==> config.mk <==
export PLATFORM = sky130hd
export DESIGN_NAME = pad_input_capture
export DESIGN_NICKNAME = d
export VERILOG_FILES = /design/src/rtl/pad_capture_pkg.sv /design/src/rtl/pad_sync2.sv /design/src/rtl/pad_input_capture.sv
export SDC_FILE = /design/constraint.sdc
export NUM_CORES = 1
export LEC_CHECK = 0
export CORE_ASPECT_RATIO = 0.7
export CORE_MARGIN = 3
export CORE_UTILIZATION = 50
export DETAILED_ROUTE_END_ITERATION = 10
export GPL_ROUTABILITY_DRIVEN = 0
export PLACE_DENSITY = 0.75
export SYNTH_ARGS = -nofsm -noshare
export SYNTH_HDL_FRONTEND = slang
export SYNTH_SLANG_ARGS = --single-unit
==> constraint.sdc <==
create_clock -name clk -period 1.8 [get_ports clk]
set_input_delay 0.18 -clock clk [delete_from_list [all_inputs] [get_ports clk]]
set_output_delay 0.18 -clock clk [all_outputs]
set_load 0.02 [all_outputs]
==> src/rtl/pad_capture_pkg.sv <==
// Shared types and default constants for the pad input capture block.
package pad_capture_pkg;

    typedef enum logic {
        STABLE    = 1'b0,
        CANDIDATE = 1'b1
    } filt_state_e;

    localparam int DEF_FILTER_CYCLES = 4;
    localparam int DEF_CNT_W         = 16;
    localparam int DEF_TS_W          = 32;

endpackage

==> src/rtl/pad_sync2.sv <==
// Two-flop synchronizer bringing the asynchronous pad level into the clk domain.
module pad_sync2 (
    input  logic clk,
    input  logic rst,
    input  logic d,
    output logic q
);

    logic meta_q, meta_d;
    logic sync_q, sync_d;

    always_comb begin
        meta_d = d;
        sync_d = meta_q;
    end

    always_ff @(posedge clk) begin
        if (rst) begin
            meta_q <= 1'b0;
            sync_q <= 1'b0;
        end else begin
            meta_q <= meta_d;
            sync_q <= sync_d;
        end
    end

    assign q = sync_q;

endmodule

==> src/rtl/pad_input_capture.sv <==
// Pad input capture: synchronize, glitch-filter, count edges and queue one event.
// Optional PAD_CAPTURE_TIMESTAMP_EN adds a free-running timestamp carried with each event.
module pad_input_capture
    import pad_capture_pkg::*;
#(
    parameter int FILTER_CYCLES = DEF_FILTER_CYCLES,
    parameter int CNT_W         = DEF_CNT_W
`ifdef PAD_CAPTURE_TIMESTAMP_EN
    ,
    parameter int TS_W          = DEF_TS_W
`endif
) (
    input  logic             clk,
    input  logic             rst,
    input  logic             paddi,
    input  logic             en,
    output logic             level,
    output logic             evt_valid,
    input  logic             evt_ready,
    output logic             evt_level,
    output logic [CNT_W-1:0] evt_count,
    output logic             overflow,
    input  logic             overflow_clr
`ifdef PAD_CAPTURE_TIMESTAMP_EN
    ,
    output logic [TS_W-1:0]  evt_ts
`endif
);

    localparam logic [7:0] RC_LAST = 8'(FILTER_CYCLES - 1);

    logic s;

    filt_state_e      state_q, state_d;
    logic [7:0]       rc_q, rc_d;
    logic             level_q, level_d;
    logic             toggle;
    logic [CNT_W-1:0] cnt_q, cnt_d;
    logic             evt_valid_q, evt_valid_d;
    logic             evt_level_q, evt_level_d;
    logic [CNT_W-1:0] evt_count_q, evt_count_d;
    logic             ovf_q, ovf_d;
    logic             ovf_set;
`ifdef PAD_CAPTURE_TIMESTAMP_EN
    logic [TS_W-1:0]  ts_cnt_q, ts_cnt_d;
    logic [TS_W-1:0]  evt_ts_q, evt_ts_d;
`endif

    pad_sync2 u_sync (
        .clk (clk),
        .rst (rst),
        .d   (paddi),
        .q   (s)
    );

    // Filter: a new level is accepted only after FILTER_CYCLES matching samples.
    always_comb begin
        state_d = state_q;
        rc_d    = rc_q;
        toggle  = 1'b0;
        if (!en) begin
            state_d = STABLE;
            rc_d    = 8'd0;
        end else begin
            case (state_q)
                STABLE: begin
                    if (s != level_q) begin
                        if (FILTER_CYCLES == 1) begin
                            toggle = 1'b1;
                        end else begin
                            state_d = CANDIDATE;
                            rc_d    = 8'd1;
                        end
                    end
                end
                CANDIDATE: begin
                    if (s == level_q) begin
                        state_d = STABLE;
                        rc_d    = 8'd0;
                    end else if (rc_q == RC_LAST) begin
                        toggle  = 1'b1;
                        state_d = STABLE;
                        rc_d    = 8'd0;
                    end else begin
                        rc_d = rc_q + 8'd1;
                    end
                end
                default: begin
                    state_d = STABLE;
                    rc_d    = 8'd0;
                end
            endcase
        end
        level_d = toggle ? ~level_q : level_q;
    end

    // Single-entry event holder; an event arriving while the holder is stalled is dropped.
    always_comb begin
        cnt_d       = cnt_q;
        evt_valid_d = evt_valid_q;
        evt_level_d = evt_level_q;
        evt_count_d = evt_count_q;
        ovf_set     = 1'b0;
`ifdef PAD_CAPTURE_TIMESTAMP_EN
        ts_cnt_d    = ts_cnt_q + TS_W'(1);
        evt_ts_d    = evt_ts_q;
`endif
        if (toggle) begin
            cnt_d = cnt_q + CNT_W'(1);
            if (!evt_valid_q || evt_ready) begin
                evt_valid_d = 1'b1;
                evt_level_d = level_d;
                evt_count_d = cnt_d;
`ifdef PAD_CAPTURE_TIMESTAMP_EN
                evt_ts_d    = ts_cnt_q;
`endif
            end else begin
                ovf_set = 1'b1;
            end
        end else if (evt_valid_q && evt_ready) begin
            evt_valid_d = 1'b0;
        end
        ovf_d = ovf_set ? 1'b1 : (overflow_clr ? 1'b0 : ovf_q);
    end

    always_ff @(posedge clk) begin
        if (rst) begin
            state_q     <= STABLE;
            rc_q        <= 8'd0;
            level_q     <= 1'b0;
            cnt_q       <= '0;
            evt_valid_q <= 1'b0;
            evt_level_q <= 1'b0;
            evt_count_q <= '0;
            ovf_q       <= 1'b0;
`ifdef PAD_CAPTURE_TIMESTAMP_EN
            ts_cnt_q    <= '0;
            evt_ts_q    <= '0;
`endif
        end else begin
            state_q     <= state_d;
            rc_q        <= rc_d;
            level_q     <= level_d;
            cnt_q       <= cnt_d;
            evt_valid_q <= evt_valid_d;
            evt_level_q <= evt_level_d;
            evt_count_q <= evt_count_d;
            ovf_q       <= ovf_d;
`ifdef PAD_CAPTURE_TIMESTAMP_EN
            ts_cnt_q    <= ts_cnt_d;
            evt_ts_q    <= evt_ts_d;
`endif
        end
    end

    assign level     = level_q;
    assign evt_valid = evt_valid_q;
    assign evt_level = evt_level_q;
    assign evt_count = evt_count_q;
    assign overflow  = ovf_q;
`ifdef PAD_CAPTURE_TIMESTAMP_EN
    assign evt_ts    = evt_ts_q;
`endif

endmodule

==> parameters.txt <==
Parameter                              Value

Logic synthesis
  Post-synthesis cell area ... 2288 sq um
  Count of flip-flops with a built-in enable after synthesis ... 0
  Register bit count reported by yosys ... 47
  Most used flip-flop cell after synthesis ... sky130_fd_sc_hd__dfxtp_1
  FFs w/ async S/R, synth ... 0%
  Post-Syn Nets ... 267
  Ys Warns ... 0
  Synth Instances ... 259
  Syn Area/Cell ... 8.836 sq um
  Unique masters post-synth ... 43
  Sequential area share after synthesis ... 41.12%

Floorplanning
  Die Wd ... 86.86 microns
  Cell Rows ... 19
  Chip height ... 62.60 microns
  Number of primary I/O pins ... 26
  Die area ... 5437 sq um
  Starting density of the core ... 55.01%
  Area of the placeable core ... 4160 sq um

Clock network
  Clock latency on the worst-skew pair ... 300 ps
  Maximum buffer depth of the clock tree ... 2
  Clock slew at reported path FFs ... 90 ps
  H-tree levels ... 2
  Number of clock sinks ... 47
  TritonCTS clock tree ... yes
  CTS Root Buffer Type ... sky130_fd_sc_hd__clkbuf_8
  Clock buffers created by TritonCTS ... 5
  Post-cts hold buffer count ... 0

Critical path
  Element type at the critical path end ... register
  Max stage delay cell, worst path ... sky130_fd_sc_hd__nor3_1
  Launch point of the worst reg-to-reg path ... rc_q[6]
  Maximum fanout count along the critical path ... 7
  Worst endpoint required time ... 1970 ps
  Worst r2r path cells ... 7
  Setup slack, reg-to-reg ... -230 ps
  Cell Chain, Critical Path ... nor3_1 > nand4_2 > buf_12 > buf_8 > nor3_4 > buf_6 > a211oi_2
  Critical Path Start Type ... register
  WP data arrival ... 2200 ps
  Delay of the slowest critical-path stage ... 480 ps
  Class of the most critical setup path ... reg2reg
  Critical path launch point ... rc_q[6]
  Reg2Reg Capture Point ... evt_count[13]

Status
  Status ... finished with violations
  Violated checks ... negative setup slack

GRT
  GRT Util Overall ... 28.50%
  Pin count of the biggest net entering global routing ... 35
  Number of antenna violations at the first check in global routing ... 0
  Wire length of the first global-routing pass ... 12.16 mm
  Via count of the first global-routing pass ... 2300
  Overflow left after global routing ... 0

Routing
  Length of the first detailed-routing pass in iterations ... 6
  Highest routed metal layer ... met5
  Met1 Wirelength ... 3.442 mm
  Initial DRC count ... 405
  Remaining DRCs ... 0
  Vias ... 2527
  Routed via count divided by cell count ... 6.633
  Met2 Wirelength ... 3.472 mm
  Count of antenna-violating nets left after detailed routing ... 0
  Met3 routed wirelength ... 918 microns
  Total wire length ... 8.101 mm
  Final routed wire length divided by cell count ... 21.26 microns

Worst hold path
  Type of the tightest min-delay check ... in2reg
  Hold endpoint ... u_sync.meta_q
  HP Start ... paddi
  Worst hold path cell count ... 2

STA
  Worst rel slew slack ... 60.04%
  Post-route clock skew ... 10.73 ps
  Share of the clock period used by the worst path ... 112.6%
  RSZ-0062 raised after global routing ... yes
  Slew at the pin with the worst max-slew slack ... 598.1 ps
  Final count of pins violating max slew ... 0
  Achievable clock frequency ... 493.4 MHz
  Final Setup Violations ... 32
  Total count of hold-check failures in the final report ... 0
  Min cycle time layout ... 2027 ps
  Worst path setup slack after routing ... -226.9 ps

Power
  Worst vdd rail ir drop ... 708.0 uV
  Power density of the placed cells ... 575.3 nW/um^2
  P_leak ... 1.116 nW
  Post-layout power ... 1.941 mW

Cells and area
  Antenna Cells ... 0
  Number of nets at the end of the flow ... 336
  Area growth syn-to-layout ... 47.40%
  Final Instance Count excl. Fillers ... 381
  Layout cells sized above 1 ... 35.56%

Job
  Max-Cap Viols ... 0

Place
  Instance count after placement with tap cells included ... 361
  Final HPWL from detailed placement ... 4.484 mm
  Count of input and output buffers ... 25
  Worst setup timing slack at the placement stage ... -66.01 ps
## kinds of logic (layout without fill, tap and decap cells)
family                     after synthesis  after routing  share of synthesized area, %
buffers and inverters                   23             93                         4.374
and+or+nand+nor                         88             88                         23.02
DFF                                     47             47                         41.12
xor gates and xnor gates                16             16                         6.452
adders and majority gates                2              2                         1.093
AOI/OAI and AO/OA                       80             80                         22.47
muxes                                    3              3                         1.476
## cells in the mapped netlist (2+ instances only)
| master | instances | area [sq um] |
|---|---|---|
| sky130_fd_sc_hd__nand4_2 | 2 | 25.02 |
| sky130_fd_sc_hd__o21ai_1 | 5 | 25.02 |
| sky130_fd_sc_hd__nor4_1 | 2 | 12.51 |
| sky130_fd_sc_hd__nor2_1 | 15 | 56.30 |
| sky130_fd_sc_hd__nor2b_1 | 6 | 37.54 |
| sky130_fd_sc_hd__a211oi_1 | 16 | 120.1 |
| sky130_fd_sc_hd__nand4_1 | 3 | 18.77 |
| sky130_fd_sc_hd__o41ai_1 | 4 | 35.03 |
| sky130_fd_sc_hd__a41oi_1 | 2 | 17.52 |
| sky130_fd_sc_hd__dfxtp_1 | 47 | 940.9 |
| sky130_fd_sc_hd__or3_1 | 6 | 37.54 |
| sky130_fd_sc_hd__nand2_1 | 11 | 41.29 |
| sky130_fd_sc_hd__nor3_1 | 5 | 25.02 |
| sky130_fd_sc_hd__inv_1 | 4 | 15.01 |
| sky130_fd_sc_hd__a31oi_1 | 12 | 75.07 |
| sky130_fd_sc_hd__a21oi_1 | 26 | 130.1 |
| sky130_fd_sc_hd__or4_1 | 8 | 60.06 |
| sky130_fd_sc_hd__o21ai_0 | 3 | 15.01 |
| sky130_fd_sc_hd__buf_1 | 2 | 7.510 |
| sky130_fd_sc_hd__o31ai_1 | 7 | 52.55 |
| sky130_fd_sc_hd__xnor2_1 | 9 | 78.83 |
| sky130_fd_sc_hd__a32oi_1 | 2 | 17.52 |
| sky130_fd_sc_hd__nand4b_1 | 5 | 43.79 |
| sky130_fd_sc_hd__nand3_1 | 16 | 80.08 |
| sky130_fd_sc_hd__nand2b_1 | 2 | 12.51 |
| sky130_fd_sc_hd__mux2_1 | 3 | 33.78 |
| sky130_fd_sc_hd__buf_2 | 5 | 25.02 |
| sky130_fd_sc_hd__ha_1 | 2 | 25.02 |
| sky130_fd_sc_hd__xor2_1 | 6 | 52.55 |
| sky130_fd_sc_hd__clkbuf_1 | 10 | 37.54 |
## registers in the layout, indices dropped and copies added, names as in the netlist
name and cells:
overflow 1, u_sync.meta_q 1, evt_level 1, cnt_q 16, evt_valid 1, level 1, state_q 1, evt_count 16
rc_q 8, u_sync.q 1
## metrics by stage
step	util [%]	hold WS, ps	instance area, sq um	TNS [ps]
2_1_floorplan	-	308.2	2300	-2.901
3_3_place_gp	69.50	418.6	2892	0
3_5_place_dp	69.50	421.2	2892	-212.1
4_1_cts	77.62	432.3	3229	-160.9
5_1_grt	81.08	444.8	3373	-7328
6_report	81.08	438.0	3373	-4790
## worst max-delay path by stage
stage	endpoint	cells past startpoint
4_1_cts	cnt_q[12]	7
2_1_floorplan	cnt_q[14]	5
5_1_grt	evt_count[13]	7
3_3_place_gp	cnt_q[14]	6
3_5_place_dp	cnt_q[9]	6
6_report	evt_count[13]	7
## critical path, delay by kind of cell (launching register included)
kind,cells,cell delay (ps)
AOI/OAI and AO/OA,1,90
buffers and inverters,3,530
DFF,1,320
and+or+nand+nor,3,950
## final cells by class
cell class / count / area (sq um)
Inverter: 5 / 18.77
Multi-Input combinational cell: 189 / 1459
Sequential cell: 47 / 947.2
Timing Repair Buffer: 80 / 765.7
Fill cell: 249 / 787.0
Tap cell: 52 / 65.06
Clock buffer: 6 / 82.58
Clock inverter: 2 / 35.03
## power breakdown
group | switching (mW) | leakage [nW] | internal, mW
registers | 0.00241 | 0.381 | 1.04
clock network | 0.356 | 0.0612 | 0.450
logic | 0.0602 | 0.673 | 0.0301
## cell usage in the layout, fill, tap and decap left out, types with 6 or more instances in the layout
| cell | n |
|---|---|
| sky130_fd_sc_hd__xnor2_1 | 9 |
| sky130_fd_sc_hd__nor2_1 | 15 |
| sky130_fd_sc_hd__o31ai_1 | 6 |
| sky130_fd_sc_hd__or4_4 | 6 |
| sky130_fd_sc_hd__a21oi_2 | 8 |
| sky130_fd_sc_hd__a211oi_2 | 11 |
| sky130_fd_sc_hd__buf_4 | 45 |
| sky130_fd_sc_hd__a31oi_1 | 12 |
| sky130_fd_sc_hd__nand3_1 | 12 |
| sky130_fd_sc_hd__clkdlybuf4s50_1 | 25 |
| sky130_fd_sc_hd__clkbuf_8 | 6 |
| sky130_fd_sc_hd__xor2_1 | 6 |
| sky130_fd_sc_hd__a21oi_1 | 18 |
| sky130_fd_sc_hd__nand2_1 | 10 |
| sky130_fd_sc_hd__nor2b_1 | 6 |
| sky130_fd_sc_hd__dfxtp_1 | 42 |
## layer usage
layer,global-route usage (%),up-vias
met2,40.15,180
met5,8.081,-
li1,-,1125
met1,41.71,1194
met4,8.366,2
met3,6.983,26
## what timing repair did
action,CTS,global route
pin swaps,11,13
buffers inserted,7,2
gates cloned,3,1
setup endpoints to repair,19,34
gates resized for setup,26,31
endpoints found under the hold margin,0,0
Note: power is estimated with default switching activity, not from simulation.
